## config.mk

```make
export PLATFORM = sky130hd
export DESIGN_NAME = hilo_muldiv_unit_flat
export DESIGN_NICKNAME = d
export VERILOG_FILES = /design/src/rtl/hilo_muldiv_unit_if.sv /design/src/rtl/hilo_muldiv_unit.sv /design/src/flat_wrapper.sv
export SDC_FILE = /design/constraint.sdc
export NUM_CORES = 1
export LEC_CHECK = 0
export ABC_CLOCK_PERIOD_IN_PS = 4600
export CAP_MARGIN = 15
export CELL_PAD_IN_SITES_DETAIL_PLACEMENT = 0
export CELL_PAD_IN_SITES_GLOBAL_PLACEMENT = 1
export CORE_MARGIN = 2
export CORE_UTILIZATION = 43
export CTS_CLUSTER_SIZE = 10
export DETAILED_ROUTE_END_ITERATION = 6
export PLACE_DENSITY = 0.8
export SETUP_SLACK_MARGIN = 0.4
export SLEW_MARGIN = 25
export SYNTH_ARGS = -nofsm -noshare
export SYNTH_HDL_FRONTEND = slang
export SYNTH_SLANG_ARGS = --single-unit
```

## constraint.sdc

```tcl
create_clock -name Clk -period 4.6 [get_ports Clk]
set_clock_uncertainty 0.1 [all_clocks]
set_input_delay 0.92 -clock Clk [delete_from_list [all_inputs] [get_ports Clk]]
set_output_delay 0.92 -clock Clk [all_outputs]
set_load 0.005 [all_outputs]
```

## src/rtl/hilo_muldiv_unit_if.sv

```systemverilog
// Bus between the EX stage and the HI/LO multiply/divide unit.
//
// Handshake: Start/Op/A/B form a request that the unit samples on a rising
// Clk edge only while Busy=0. A request presented while Busy=1 is dropped,
// not queued, so the pipeline keeps presenting it until Busy falls. Long
// operations end with a one-cycle Done pulse; Done and Busy are never both 1.
// dbg_state mirrors the internal FSM state (0 IDLE, 1 RUN, 2 FIX).
interface hilo_muldiv_unit_if;
  logic        Start;
  logic [2:0]  Op;
  logic [31:0] A;
  logic [31:0] B;
  logic [31:0] Hi;
  logic [31:0] Lo;
  logic        Busy;
  logic        Done;
  logic [1:0]  dbg_state;

  modport master (
    output Start, Op, A, B,
    input  Hi, Lo, Busy, Done, dbg_state
  );

  modport slave (
    input  Start, Op, A, B,
    output Hi, Lo, Busy, Done, dbg_state
  );
endinterface

```

## src/rtl/hilo_muldiv_unit.sv

```systemverilog
// Iterative multiply/divide unit with architectural HI/LO registers.
// One multiplier bit (shift-add) or one quotient bit (restoring division)
// per cycle; signed ops run on magnitudes and are fixed up in FIX.
// Optional feature macro: MULDIV_DIV_EN compiles in the divider and the
// DIV/DIVU ops; without it Op 010/011 are no-ops.
module hilo_muldiv_unit (
  input  logic              Clk,
  input  logic              Reset_n,
  hilo_muldiv_unit_if.slave bus
);

  typedef enum logic [1:0] {
    IDLE = 2'd0,
    RUN  = 2'd1,
    FIX  = 2'd2
  } state_t;

  localparam logic [2:0] OP_MTHI = 3'b100;
  localparam logic [2:0] OP_MTLO = 3'b101;

  function automatic logic [31:0] neg_if(input logic [31:0] v, input logic neg);
    return neg ? (~v + 32'd1) : v;
  endfunction

  state_t      state_q, state_d;
  logic [5:0]  cnt_q, cnt_d;
  // Multiply: {partial product, remaining multiplier bits}.
  // Divide: low word holds dividend bits shifting out / quotient bits in.
  logic [63:0] acc_q, acc_d;
  // Multiplicand magnitude or divisor magnitude.
  logic [31:0] opb_q, opb_d;
  logic        sign_a_q, sign_a_d;
  logic        sign_b_q, sign_b_d;
  logic [31:0] hi_q, hi_d;
  logic [31:0] lo_q, lo_d;
  logic        done_q, done_d;

  logic        op_mul;
  logic        op_signed;
  logic [32:0] mul_sum;
  logic [63:0] prod_fix;

`ifdef MULDIV_DIV_EN
  logic        op_div;
  logic        is_div_q, is_div_d;
  // Stored remainder is always below the divisor, so 32 bits hold it; the
  // 33-bit partial remainder exists only as div_shift during a step.
  logic [31:0] rem_q, rem_d;
  // Raw dividend kept for the divide-by-zero result.
  logic [31:0] a_raw_q, a_raw_d;
  logic [32:0] div_shift;
  logic [33:0] div_diff;
`endif

  // Request decode and per-cycle datapath arithmetic
  always_comb begin
    op_mul    = (bus.Op[2:1] == 2'b00);
    op_signed = ~bus.Op[0];
    mul_sum   = {1'b0, acc_q[63:32]} + (acc_q[0] ? {1'b0, opb_q} : 33'd0);
    prod_fix  = (sign_a_q ^ sign_b_q) ? (~acc_q + 64'd1) : acc_q;
`ifdef MULDIV_DIV_EN
    op_div    = (bus.Op[2:1] == 2'b01);
    div_shift = {rem_q, acc_q[31]};
    div_diff  = {1'b0, div_shift} - {2'b00, opb_q};
`endif
  end

  // FSM next state, datapath updates and HI/LO writes
  always_comb begin
    state_d  = state_q;
    cnt_d    = cnt_q;
    acc_d    = acc_q;
    opb_d    = opb_q;
    sign_a_d = sign_a_q;
    sign_b_d = sign_b_q;
    hi_d     = hi_q;
    lo_d     = lo_q;
    done_d   = 1'b0;
`ifdef MULDIV_DIV_EN
    is_div_d = is_div_q;
    rem_d    = rem_q;
    a_raw_d  = a_raw_q;
`endif

    case (state_q)
      IDLE: begin
        if (bus.Start) begin
          if (op_mul) begin
            sign_a_d = op_signed & bus.A[31];
            sign_b_d = op_signed & bus.B[31];
            opb_d    = neg_if(bus.A, op_signed & bus.A[31]);
            acc_d    = {32'd0, neg_if(bus.B, op_signed & bus.B[31])};
            cnt_d    = 6'd0;
            state_d  = RUN;
`ifdef MULDIV_DIV_EN
            is_div_d = 1'b0;
          end else if (op_div) begin
            sign_a_d = op_signed & bus.A[31];
            sign_b_d = op_signed & bus.B[31];
            acc_d    = {32'd0, neg_if(bus.A, op_signed & bus.A[31])};
            opb_d    = neg_if(bus.B, op_signed & bus.B[31]);
            rem_d    = 32'd0;
            a_raw_d  = bus.A;
            is_div_d = 1'b1;
            cnt_d    = 6'd0;
            state_d  = RUN;
`endif
          end else if (bus.Op == OP_MTHI) begin
            hi_d = bus.A;
          end else if (bus.Op == OP_MTLO) begin
            lo_d = bus.A;
          end
        end
      end

      RUN: begin
        cnt_d = cnt_q + 6'd1;
        if (cnt_q == 6'd31) begin
          state_d = FIX;
        end
`ifdef MULDIV_DIV_EN
        if (is_div_q) begin
          if (!div_diff[33]) begin
            rem_d = div_diff[31:0];
            acc_d = {acc_q[63:32], acc_q[30:0], 1'b1};
          end else begin
            rem_d = div_shift[31:0];
            acc_d = {acc_q[63:32], acc_q[30:0], 1'b0};
          end
        end else begin
          acc_d = {mul_sum, acc_q[31:1]};
        end
`else
        acc_d = {mul_sum, acc_q[31:1]};
`endif
      end

      FIX: begin
        state_d = IDLE;
        cnt_d   = 6'd0;
        done_d  = 1'b1;
`ifdef MULDIV_DIV_EN
        if (is_div_q) begin
          if (opb_q == 32'd0) begin
            lo_d = 32'hFFFF_FFFF;
            hi_d = a_raw_q;
          end else begin
            lo_d = neg_if(acc_q[31:0], sign_a_q ^ sign_b_q);
            hi_d = neg_if(rem_q, sign_a_q);
          end
        end else begin
          {hi_d, lo_d} = prod_fix;
        end
`else
        {hi_d, lo_d} = prod_fix;
`endif
      end

      default: begin
        state_d = IDLE;
      end
    endcase
  end

  // State and datapath registers; reset aborts any operation in flight
  always_ff @(posedge Clk or negedge Reset_n) begin
    if (!Reset_n) begin
      state_q  <= IDLE;
      cnt_q    <= 6'd0;
      acc_q    <= 64'd0;
      opb_q    <= 32'd0;
      sign_a_q <= 1'b0;
      sign_b_q <= 1'b0;
      hi_q     <= 32'd0;
      lo_q     <= 32'd0;
      done_q   <= 1'b0;
`ifdef MULDIV_DIV_EN
      is_div_q <= 1'b0;
      rem_q    <= 32'd0;
      a_raw_q  <= 32'd0;
`endif
    end else begin
      state_q  <= state_d;
      cnt_q    <= cnt_d;
      acc_q    <= acc_d;
      opb_q    <= opb_d;
      sign_a_q <= sign_a_d;
      sign_b_q <= sign_b_d;
      hi_q     <= hi_d;
      lo_q     <= lo_d;
      done_q   <= done_d;
`ifdef MULDIV_DIV_EN
      is_div_q <= is_div_d;
      rem_q    <= rem_d;
      a_raw_q  <= a_raw_d;
`endif
    end
  end

  // Outputs straight from registers
  always_comb begin
    bus.Hi        = hi_q;
    bus.Lo        = lo_q;
    bus.Busy      = (state_q != IDLE);
    bus.Done      = done_q;
    bus.dbg_state = state_q;
  end

endmodule

```

## src/flat_wrapper.sv

```systemverilog
// flat-port wrapper written by rule: the top's interface ports become plain ports
module hilo_muldiv_unit_flat 
  (Clk, Reset_n, bus_Start, bus_Op, bus_A, bus_B, bus_Hi, bus_Lo, bus_Busy, bus_Done, bus_dbg_state);
  hilo_muldiv_unit_if bus_i ();
  input  logic Clk;
  input  logic Reset_n;
  input wire logic [$bits(bus_i.Start)-1:0] bus_Start;
  input wire logic [$bits(bus_i.Op)-1:0] bus_Op;
  input wire logic [$bits(bus_i.A)-1:0] bus_A;
  input wire logic [$bits(bus_i.B)-1:0] bus_B;
  output wire logic [$bits(bus_i.Hi)-1:0] bus_Hi;
  output wire logic [$bits(bus_i.Lo)-1:0] bus_Lo;
  output wire logic [$bits(bus_i.Busy)-1:0] bus_Busy;
  output wire logic [$bits(bus_i.Done)-1:0] bus_Done;
  output wire logic [$bits(bus_i.dbg_state)-1:0] bus_dbg_state;
  assign bus_i.Start = bus_Start;
  assign bus_i.Op = bus_Op;
  assign bus_i.A = bus_A;
  assign bus_i.B = bus_B;
  assign bus_Hi = bus_i.Hi;
  assign bus_Lo = bus_i.Lo;
  assign bus_Busy = bus_i.Busy;
  assign bus_Done = bus_i.Done;
  assign bus_dbg_state = bus_i.dbg_state;
  hilo_muldiv_unit u_core (.Clk(Clk), .Reset_n(Reset_n), .bus(bus_i));
endmodule
```

==> impl_metrics.csv <==
group,metric,value,unit
status,status,"completed",
job,drv_cap,0,
synthesis,synth-edff-count,0,
timing,hold_viol_final,0,
global_route,antenna_found_initial,0,
detailed_routing,viasPerCell,5.88,
cells_and_area,area_growth,20.3,%
detailed_routing,drt-total-wl,38.6,mm
setup_path,end_kind,"flop",
cells_and_area,fin_util,52.4,%
synthesis,ys.flop_type,"dfrtp_1",
synthesis,synth_cell_types,62,
setup_path,required,4.84,ns
clock_tree,cts-root-buf,"clkbuf_16",
power,peakVddDrop,0.480,mV
die,core-area,26900,um2
setup_path,r2r_start,"u_core.acc_q[0]",
clock_tree,cts_buffers,17,
detailed_routing,drtAntennaViolNets,0,
setup_path,worstSetupStartpointType,"flop",
die,ios,138,
timing,setup_viol,0,
timing,setup-tns-final,0,ns
die,die_y,169,um
global_route,grt_max_degree,95,
detailed_routing,drtPass1Iterations,5,
clock_tree,htreeDepth,4,
detailed_routing,drt_iter0_markers,957,
timing,period_needed,3.65,ns
clock_tree,clk_pin_slew,0.07,ns
cells_and_area,drive_gt1_share,6.00,%
synthesis,synth-seq-cells,171,
clock_tree,postCtsSetupBuffers,0,
clock_tree,cts_buffer_depth,2,
global_route,grt_overflow_total,0,
timing,worst_pin_slew,0.963,ns
cells_and_area,antenna_cells,0,
cells_and_area,fill_cells,2595,
cells_and_area,finalInstanceArea,14100,um2
die,die_area,28600,um2
cells_and_area,register_area,4280,um2
cells_and_area,multi_input_area,7060,um2
synthesis,syn-cell-area,11700,um2
clock_tree,postCtsHoldBufs,0,
synthesis,synth_cells,1387,
power,p_per_area,642,nW/um2
timing,slew_headroom,35.8,%
global_route,grt_pass1_wl,60.4,mm
hold_path,hp-class,"flop to flop",
synthesis,ys_warn_count,0,
synthesis,syn_avg_cell_area,8.44,um2
timing,rsz0062_at_grt,"false",
power,leakagePower,5.93,nW
placement,gp_congestion,0.891,
detailed_routing,num_vias,10800,
detailed_routing,routedWlPerCell,21.0,um
placement,placedCellCount,1812,
setup_path,path_max_fanout,14,
setup_path,crit_arrival,3.89,ns
clock_tree,worstSkewPairLatency,0.44,ns
clock_tree,cts_resized,0,
clock_tree,cts.sinks,171,
global_route,grt_usage,27.3,%
setup_path,setup.worst_path.start,"u_core.acc_q[0]",
die,rows,60,
hold_path,worstHoldStart,"u_core.opb_q[18]",
die,start_util,43.6,%
cells_and_area,nets,1597,
die,die_x,169,um
timing,period_share,79.3,%
placement,post_dp_cell_area,13500,um2
synthesis,synth.net_count,1494,
setup_path,worst-setup-path-type,"flop to flop",
synthesis,ys_seq_area_share,36.5,%
clock_tree,cts_tree,"built",
synthesis,synthArstFlopShare,100,%
timing,max_freq,0.274,GHz
global_route,grt_pass1_vias,10600,
timing,whs,0.366,ns
cells_and_area,stdcell_count,1840,
placement,dp_hpwl,29.0,mm
detailed_routing,drc,0,
placement,numPortBuffers,137,
timing,slew_violations,0,
worst max-delay path, cell delays in order, from the launching register on:
cell,delay [ns]
dfrtp_1,0.55
and2_1,0.23
ha_1,0.20
inv_1,0.07
fa_1,0.18
nand2b_1,0.16
a21oi_1,0.11
o31a_1,0.32
buf_4,0.16
o311ai_0,0.54
a21boi_0,0.31
or3_1,0.37
a32o_1,0.25
through the flow:
stage	setup WS (ns)	power, mW
finish	0.952	9.05
CTS	1.01	9.05
floorplan	1.38	5.59
global placement	0.872	7.42
global route	0.740	9.67
detailed placement	0.776	7.48
area by class of cell:
| class | count | share of cell area (%) |
|---|---|---|
| well taps | 341 | 3.03 |
| repair buffers | 163 | 11.5 |
| multi-input cells | 1108 | 50.1 |
| flip-flops and latches | 171 | 30.4 |
| clock inverters | 8 | 1.03 |
| clock buffers | 20 | 3.24 |
| inverters | 29 | 0.781 |
report_power, final:
| part | switching, mW | internal [mW] | total (mW) |
|---|---|---|---|
| combinational | 2.45 | 2.09 | 4.55 |
| sequential | 0.784 | 2.16 | 2.95 |
| clock | 0.627 | 0.924 | 1.55 |
per-layer routing:
metal	vias up	GRT usage, %	wire length (um)
li1	5192	-	-
met1	5211	36.5	17100
met2	355	45.9	18400
met3	55	3.93	2160
met4	0	8.40	987
met5	-	0	0
cells in the final DEF (no fill, tap or decap), types with 13 or more instances in the layout:
| master | instances |
|---|---|
| mux2_2 | 18 |
| a31oi_1 | 13 |
| xnor2_1 | 86 |
| clkdlybuf4s50_1 | 136 |
| clkbuf_16 | 17 |
| nand3_1 | 19 |
| inv_1 | 28 |
| xor2_1 | 49 |
| dfrtp_1 | 171 |
| buf_4 | 22 |
| nand2_1 | 157 |
| a22oi_1 | 21 |
| nor2_1 | 112 |
| mux2i_1 | 45 |
| o21ai_0 | 183 |
| or4_1 | 13 |
| nand4_1 | 19 |
| o31ai_1 | 24 |
| nand2b_1 | 16 |
| nor3_1 | 29 |
| a21oi_1 | 94 |
| and2_1 | 35 |
| ha_1 | 36 |
final timing paths:
path | end | slack [ns] | cells after the start
min | u_core.opb_q[18] | 0.37 | 2
max reg2reg | u_core.acc_q[55] | 0.95 | 12
min in group asynchronous | u_core.acc_q[63] | 0.43 | 1
max | u_core.acc_q[55] | 0.95 | 12
max in group asynchronous | u_core.acc_q[23] | 2.98 | 2
min reg2reg | u_core.opb_q[18] | 0.37 | 2
flip-flops by register name, indices dropped and copies added, names as in the netlist:
signal and cells:
u_core.opb_q 32, u_core.bus.Hi 32, u_core.bus.Lo 32, u_core.sign_b_q 1, u_core.bus.dbg_state 2, u_core.sign_a_q 1
u_core.acc_q 64, u_core.bus.Done 1, u_core.cnt_q 6
kinds of logic (layout without fill, tap and decap cells):
| family | count (synthesis) | after routing | synth area share [%] |
|---|---|---|---|
| AOI/OAI and AO/OA | 414 | 414 | 21.4 |
| xor gates and xnor gates | 137 | 137 | 10.2 |
| adders and majority gates | 37 | 37 | 4.02 |
| buffers and inverters | 108 | 220 | 3.55 |
| DFF | 171 | 171 | 36.5 |
| muxes | 63 | 63 | 5.58 |
| and+or+nand+nor | 457 | 457 | 18.7 |
Yosys cell counts, types with 21 or more instances:
library cell / count / area, um2
a21oi_1: 94 / 470
a22oi_1: 21 / 158
and2_1: 35 / 219
clkbuf_1: 66 / 248
dfrtp_1: 171 / 4280
ha_1: 36 / 450
inv_1: 29 / 109
mux2i_1: 45 / 450
nand2_1: 157 / 589
nor2_1: 112 / 420
nor3_1: 29 / 145
o21ai_0: 183 / 916
o31ai_1: 24 / 180
xnor2_1: 87 / 762
xor2_1: 50 / 438
(Power assumes the default switching activity.)
==> variant 1, RTL diff (config.mk and constraints unchanged) <==
Build with the macro `MULDIV_DIV_EN` defined.
--- a/src/rtl/hilo_muldiv_unit.sv
+++ b/src/rtl/hilo_muldiv_unit.sv
@@ -3,6 +3,8 @@
 // per cycle; signed ops run on magnitudes and are fixed up in FIX.
 // Optional feature macro: MULDIV_DIV_EN compiles in the divider and the
 // DIV/DIVU ops; without it Op 010/011 are no-ops.
+`define MULDIV_DIV_EN
+
 module hilo_muldiv_unit (
   input  logic              Clk,
   input  logic              Reset_n,
Function: changed (Yosys sat finds a counterexample within 4 cycles, from zero or initial values and one cycle with Reset_n low).
==> variant 1 against the original RTL <==
- total power rose by 84%
- setup slack got worse by 250 ps
- routed wire length rose by 78%
- synthesized area rose by 53%
- utilization fell by 1.5 points
- sequential cell count rose by 65
- combinational power rose by 120%
- via count rose by 63%
- critical endpoint is now u_core.bus.Hi[28]
- sequential share of layout area fell by 2.1 points
- count of clock-buffer cells in the layout rose by 22
- design area rose by 48%
- sequential power rose by 50%
==> variant 1: results (changes against the original RTL) <==
P_leak: 8.77 nW (was 5.93 nW)
Post-Synth XOR/XNOR Area: 0.101 (was 0.102)
Cells on worst reg2reg path: 12 (unchanged)
Cell variety after synth: 71 (was 62)
VDD IR max: 0.464 mV (was 0.480 mV)
Clock latency on the worst-skew pair: 590 ps (was 440 ps)
First-pass GRT wire length: 104 mm (was 60.4 mm)
Initial DRT Pass Iterations: 6 (was 5)
Status: finished clean (unchanged)
Pre-CTS WS: 305 ps (was 776 ps)
Crit path max fanout: 8 (was 14)
Gr usage total: 0.314 (was 0.273)
Adder-cell share of the synthesized area: 0.0504 (was 0.0402)
Post-synthesis compound-gate area fraction: 0.240 (was 0.214)
Fraction of layout instances using a drive strength above 1: 0.0764 (was 0.0600)
Num CTS Buffers: 29 (was 17)
DP Area: 0.0200 mm2 (was 0.0135 mm2)
Vias in the first global route: 16,400 (was 10,600)
Syn nets: 2,394 (was 1,494)
Synth top area cells: dfrtp_1 33%, o21ai_0 7.1%, xor2_1 5.8% (was dfrtp_1 37%, o21ai_0 7.8%, xnor2_1 6.5%)
Clock buffer depth: 3 (was 2)
Crit-path slowest cell: dfrtp_2 (was dfrtp_1)
Max FFs per register: 64 (unchanged)
WP data required: 5000 ps (was 4840 ps)
Drt total wl: 68.9 mm (was 38.6 mm)
Post-DP HPWL: 52.9 mm (was 29.0 mm)
Post-CTS setup buffer count: 0 (unchanged)
WL/cell: 23.8 um (was 21.0 um)
Worst hold path type: primary input to async pin (was register to register)
Part of the Yosys area used for sequential elements: 0.329 (was 0.365)
Max_slew headroom: 0.355 (was 0.358)
Largest net degree at the start of global routing: 101 (was 95)
Mapped Cells: 2,253 (was 1,387)
H-tree Lvls: 1 (was 4)
Top cells by count, synth: 267 x nand2_1, 256 x o21ai_0, 239 x nor2_1 (was 183 x o21ai_0, 171 x dfrtp_1, 157 x nand2_1)
Crit path max-delay family: simple AND/OR/NAND/NOR gates (was compound AO/OA/AOI/OAI gates)
DP Cell Count: 2,843 (was 1,812)
Fin nets: 2,484 (was 1,597)
Worst setup startpoint: u_core.acc_q[0] (unchanged)
Antenna violations before repair: 0 (unchanged)
Crit path largest cell delay: 490 ps (was 550 ps)
GP Congestion: 0.945 (was 0.891)
DR iter-0 viols: 2,001 (was 957)
Post-synthesis mux area share: 0.0462 (was 0.0558)
Vias per std cell: 6.11 (was 5.88)
## variant 1: changes by cell type in the layout (fill, tap and decap cells not counted), moves of 32 or more
cell      before  now
a21oi_1       94  156
nor2_1       112  234
o22ai_1        0   48
dfrtp_1      171  233
o21ai_0      183  256
inv_1         28   60
ha_1          36   69
xor2_1        49  117
o211ai_1       4   42
buf_4         22   58
nand2_1      157  266
## variant 1: power breakdown
part           switching [mW]  internal, mW
Clock                   0.925          1.26
Sequential               1.34          3.09
Combinational            5.91          4.14
Total                    8.17          8.48
## variant 1: per-layer routing
| layer | part of all wire | routed length [um] | vias to the layer above | GRT usage |
|---|---|---|---|---|
| met2 | 0.40 | 27700 | 823 | 0.436 |
| met4 | 0.041 | 2830 | 0 | 0.123 |
| met3 | 0.11 | 7460 | 120 | 0.0842 |
| li1 | - | - | 8252 | - |
| met5 | 0 | 0 | - | 0 |
| met1 | 0.45 | 30900 | 8455 | 0.460 |
## variant 1: path summary, 6_finish.rpt
check                                     to  slack, ps
max                        u_core.bus.Hi[28]        700
min                        u_core.bus.Hi[23]        290
max reg2reg                u_core.bus.Hi[28]        700
min reg2reg                u_core.bus.Lo[17]        370
max in group asynchronous    u_core.acc_q[0]       3150
min in group Clk           u_core.bus.Lo[17]        370
## variant 1: cell families after synthesis
group           Yosys count
mux                      78
compound gates          710
flops                   236
simple gates            752
buf+inv                 201
xor+xnor                205
fa+ha+maj                71
## variant 1: layout make-up
class | count | area, um2
Clock buffer | 42 | 815
Inverter | 62 | 236
Fill cell | 3901 | 20100
Sequential cell | 236 | 5910
Tap cell | 532 | 666
Timing Repair Buffer | 198 | 1880
Multi-Input combinational cell | 1816 | 11300
Clock inverter | 3 | 43.8
==> variant 2, RTL diff (same flow settings) <==
Made on the original files. Compare `cnt_q` against `6'd31` with >= in place of ==.
--- a/src/rtl/hilo_muldiv_unit.sv
+++ b/src/rtl/hilo_muldiv_unit.sv
@@ -115,7 +115,7 @@
 
       RUN: begin
         cnt_d = cnt_q + 6'd1;
-        if (cnt_q == 6'd31) begin
+        if (cnt_q >= 6'd31) begin
           state_d = FIX;
         end
 `ifdef MULDIV_DIV_EN
Behaviour: no difference found for any inputs over 4 cycles, from zero or initial values and one cycle with Reset_n low; that may be too few to reach the edited logic, so the function may still have changed.
==> variant 2 against the original RTL <==
- count of clock-buffer cells in the layout fell by 3
- global-route usage fell by 3.1 points
- design area fell by 2.6%
- setup slack better by 100 ps
- synthesized area fell by 2.4%
- die area decreased by 2.4%
- critical path depth rose by 1
- critical path type unchanged
- total power down 0.78%
- routed wire length decreased by 13%
- sequential cell count unchanged
- synthesized cell count decreased by 5.7%
- first-iteration DRC count shrank 30%
==> variant 2: results (changes against the original RTL) <==
First-pass GRT wire length: 53.4 mm (was 60.4 mm)
Part of the Yosys area used for sequential elements: 0.374 (was 0.365)
P_leak: 5.63 nW (was 5.93 nW)
Clock latency on the worst-skew pair: 440 ps (about the same)
Largest net degree at the start of global routing: 86 (was 95)
Initial DRT Pass Iterations: 5 (unchanged)
DR iter-0 viols: 674 (was 957)
Asr flop ratio synth: 1.00 (unchanged)
Fillers: 2,478 (was 2,595)
Cell variety after synth: 68 (was 62)
Fin nets: 1,513 (was 1,597)
WL/cell: 19.1 um (was 21.0 um)
Fraction of layout instances using a drive strength above 1: 0.0768 (was 0.0600)
Top cells by count, synth: 181 x o21ai_0, 171 x dfrtp_1, 144 x nand2_1 (was 183 x o21ai_0, 171 x dfrtp_1, 157 x nand2_1)
Status: finished clean (unchanged)
Worst hold path type: register to register (unchanged)
Max FFs per register: 64 (unchanged)
VDD IR max: 0.325 mV (was 0.480 mV)
Post-DP HPWL: 25.0 mm (was 29.0 mm)
Root buffer cell: clkbuf_16 (unchanged)
Vias in the first global route: 9,507 (was 10,600)
Post-synthesis mux area share: 0.0551 (was 0.0558)
Post-synthesis compound-gate area fraction: 0.207 (was 0.214)
Post_cts resized: 0 (unchanged)
Vias per std cell: 5.66 (was 5.88)
Clock-pin slew on the worst setup and hold paths: 80 ps
Adder-cell share of the synthesized area: 0.0412 (was 0.0402)
Top FF cell, synth: dfrtp_1 (unchanged)
Largest reg by FF count: u_core.acc_q (unchanged)
Gr usage total: 0.241 (was 0.273)
GP Congestion: 0.907 (was 0.891)
Synthesis Warnings: 0 (unchanged)
Antenna cells: 0 (unchanged)
Worst R2R Setup Slack: 1050 ps (was 950 ps)
Hold_ws: 374 ps (was 366 ps)
Arr. time, crit path: 3780 ps (was 3890 ps)
Max_slew headroom: 0.315 (was 0.358)
Post-Synth XOR/XNOR Area: 0.113 (was 0.102)
Syn nets: 1,415 (was 1,494)
Buffers on Ports: 137 (unchanged)
Crit path max fanout: 36 (was 14)
Antenna violations before repair: 0 (unchanged)
Synth top area cells: dfrtp_1 37%, o21ai_0 7.9%, xor2_1 6.4% (was dfrtp_1 37%, o21ai_0 7.8%, xnor2_1 6.5%)
Largest family of logic cells by synthesized area: compound AO/OA/AOI/OAI gates (unchanged)
variant 2: cell count changes after synthesis, sizes merged, moves of 13 or more:
cell,change
a21oi,-19
nand3,+19
nor2,-30
nor3,-13
xnor2,-22
xor2,+33
variant 2: metrics by stage:
step	setup WS, ps	std cells	total power [mW]	instance area (um2)
CTS	1050	1754	9.00	13700
finish	1050	1754	8.98	13700
global route	751	1754	9.68	13700
detailed placement	961	1722	7.51	13100
global placement	1030	1722	7.46	13100
floorplan	1260	1308	5.76	11400
variant 2: cell families after synthesis:
group | Yosys count
fa+ha+maj | 37
buf+inv | 99
mux | 61
xor+xnor | 148
compound gates | 388
simple gates | 404
flops | 171
variant 2: routing by layer:
metal / routed length [um] / share of wire / track usage / up-vias
li1: - / - / - / 4847
met1: 15700 / 0.47 / 0.350 / 4761
met2: 15300 / 0.46 / 0.373 / 289
met3: 1890 / 0.056 / 0.0385 / 35
met4: 630 / 0.019 / 0.0701 / 0
met5: 0 / 0 / 0 / -
variant 2: worst paths after layout:
kind | from | to | cells past startpoint
max | u_core.acc_q[0] | u_core.acc_q[59] | 13
min | u_core.opb_q[9] | u_core.opb_q[9] | 2
max reg2reg | u_core.acc_q[0] | u_core.acc_q[59] | 13
min reg2reg | u_core.opb_q[9] | u_core.opb_q[9] | 2
max in group asynchronous | Reset_n | u_core.opb_q[1] | 2
min in group asynchronous | Reset_n | u_core.cnt_q[5] | 1
variant 2: layout make-up:
cell class	instances	share of cell area
clock inverter	15	0.0122
timing repair buffer	154	0.111
sequential	171	0.312
tap	335	0.0305
multi-input combinational	1038	0.497
inverter	24	0.00666
clock buffer	17	0.0310
variant 2: critical path, cell delays in order (launching register included):
cell and delay, ps:
dfrtp_1 370, buf_4 240, and2_1 200, ha_1 370, a21oi_1 170, o21ai_0 130
or4b_1 530, o21ai_2 250, o31ai_1 100, buf_4 150, a221o_1 370, a21oi_1 170
o21ai_0 90, a41o_1 210
variant 2: power by group:
| group | switching [mW] | internal, mW | total (mW) |
|---|---|---|---|
| clock | 0.726 | 0.735 | 1.46 |
| sequential | 0.730 | 2.19 | 2.92 |
| combinational | 2.48 | 2.12 | 4.59 |
| total | 3.93 | 5.04 | 8.98 |
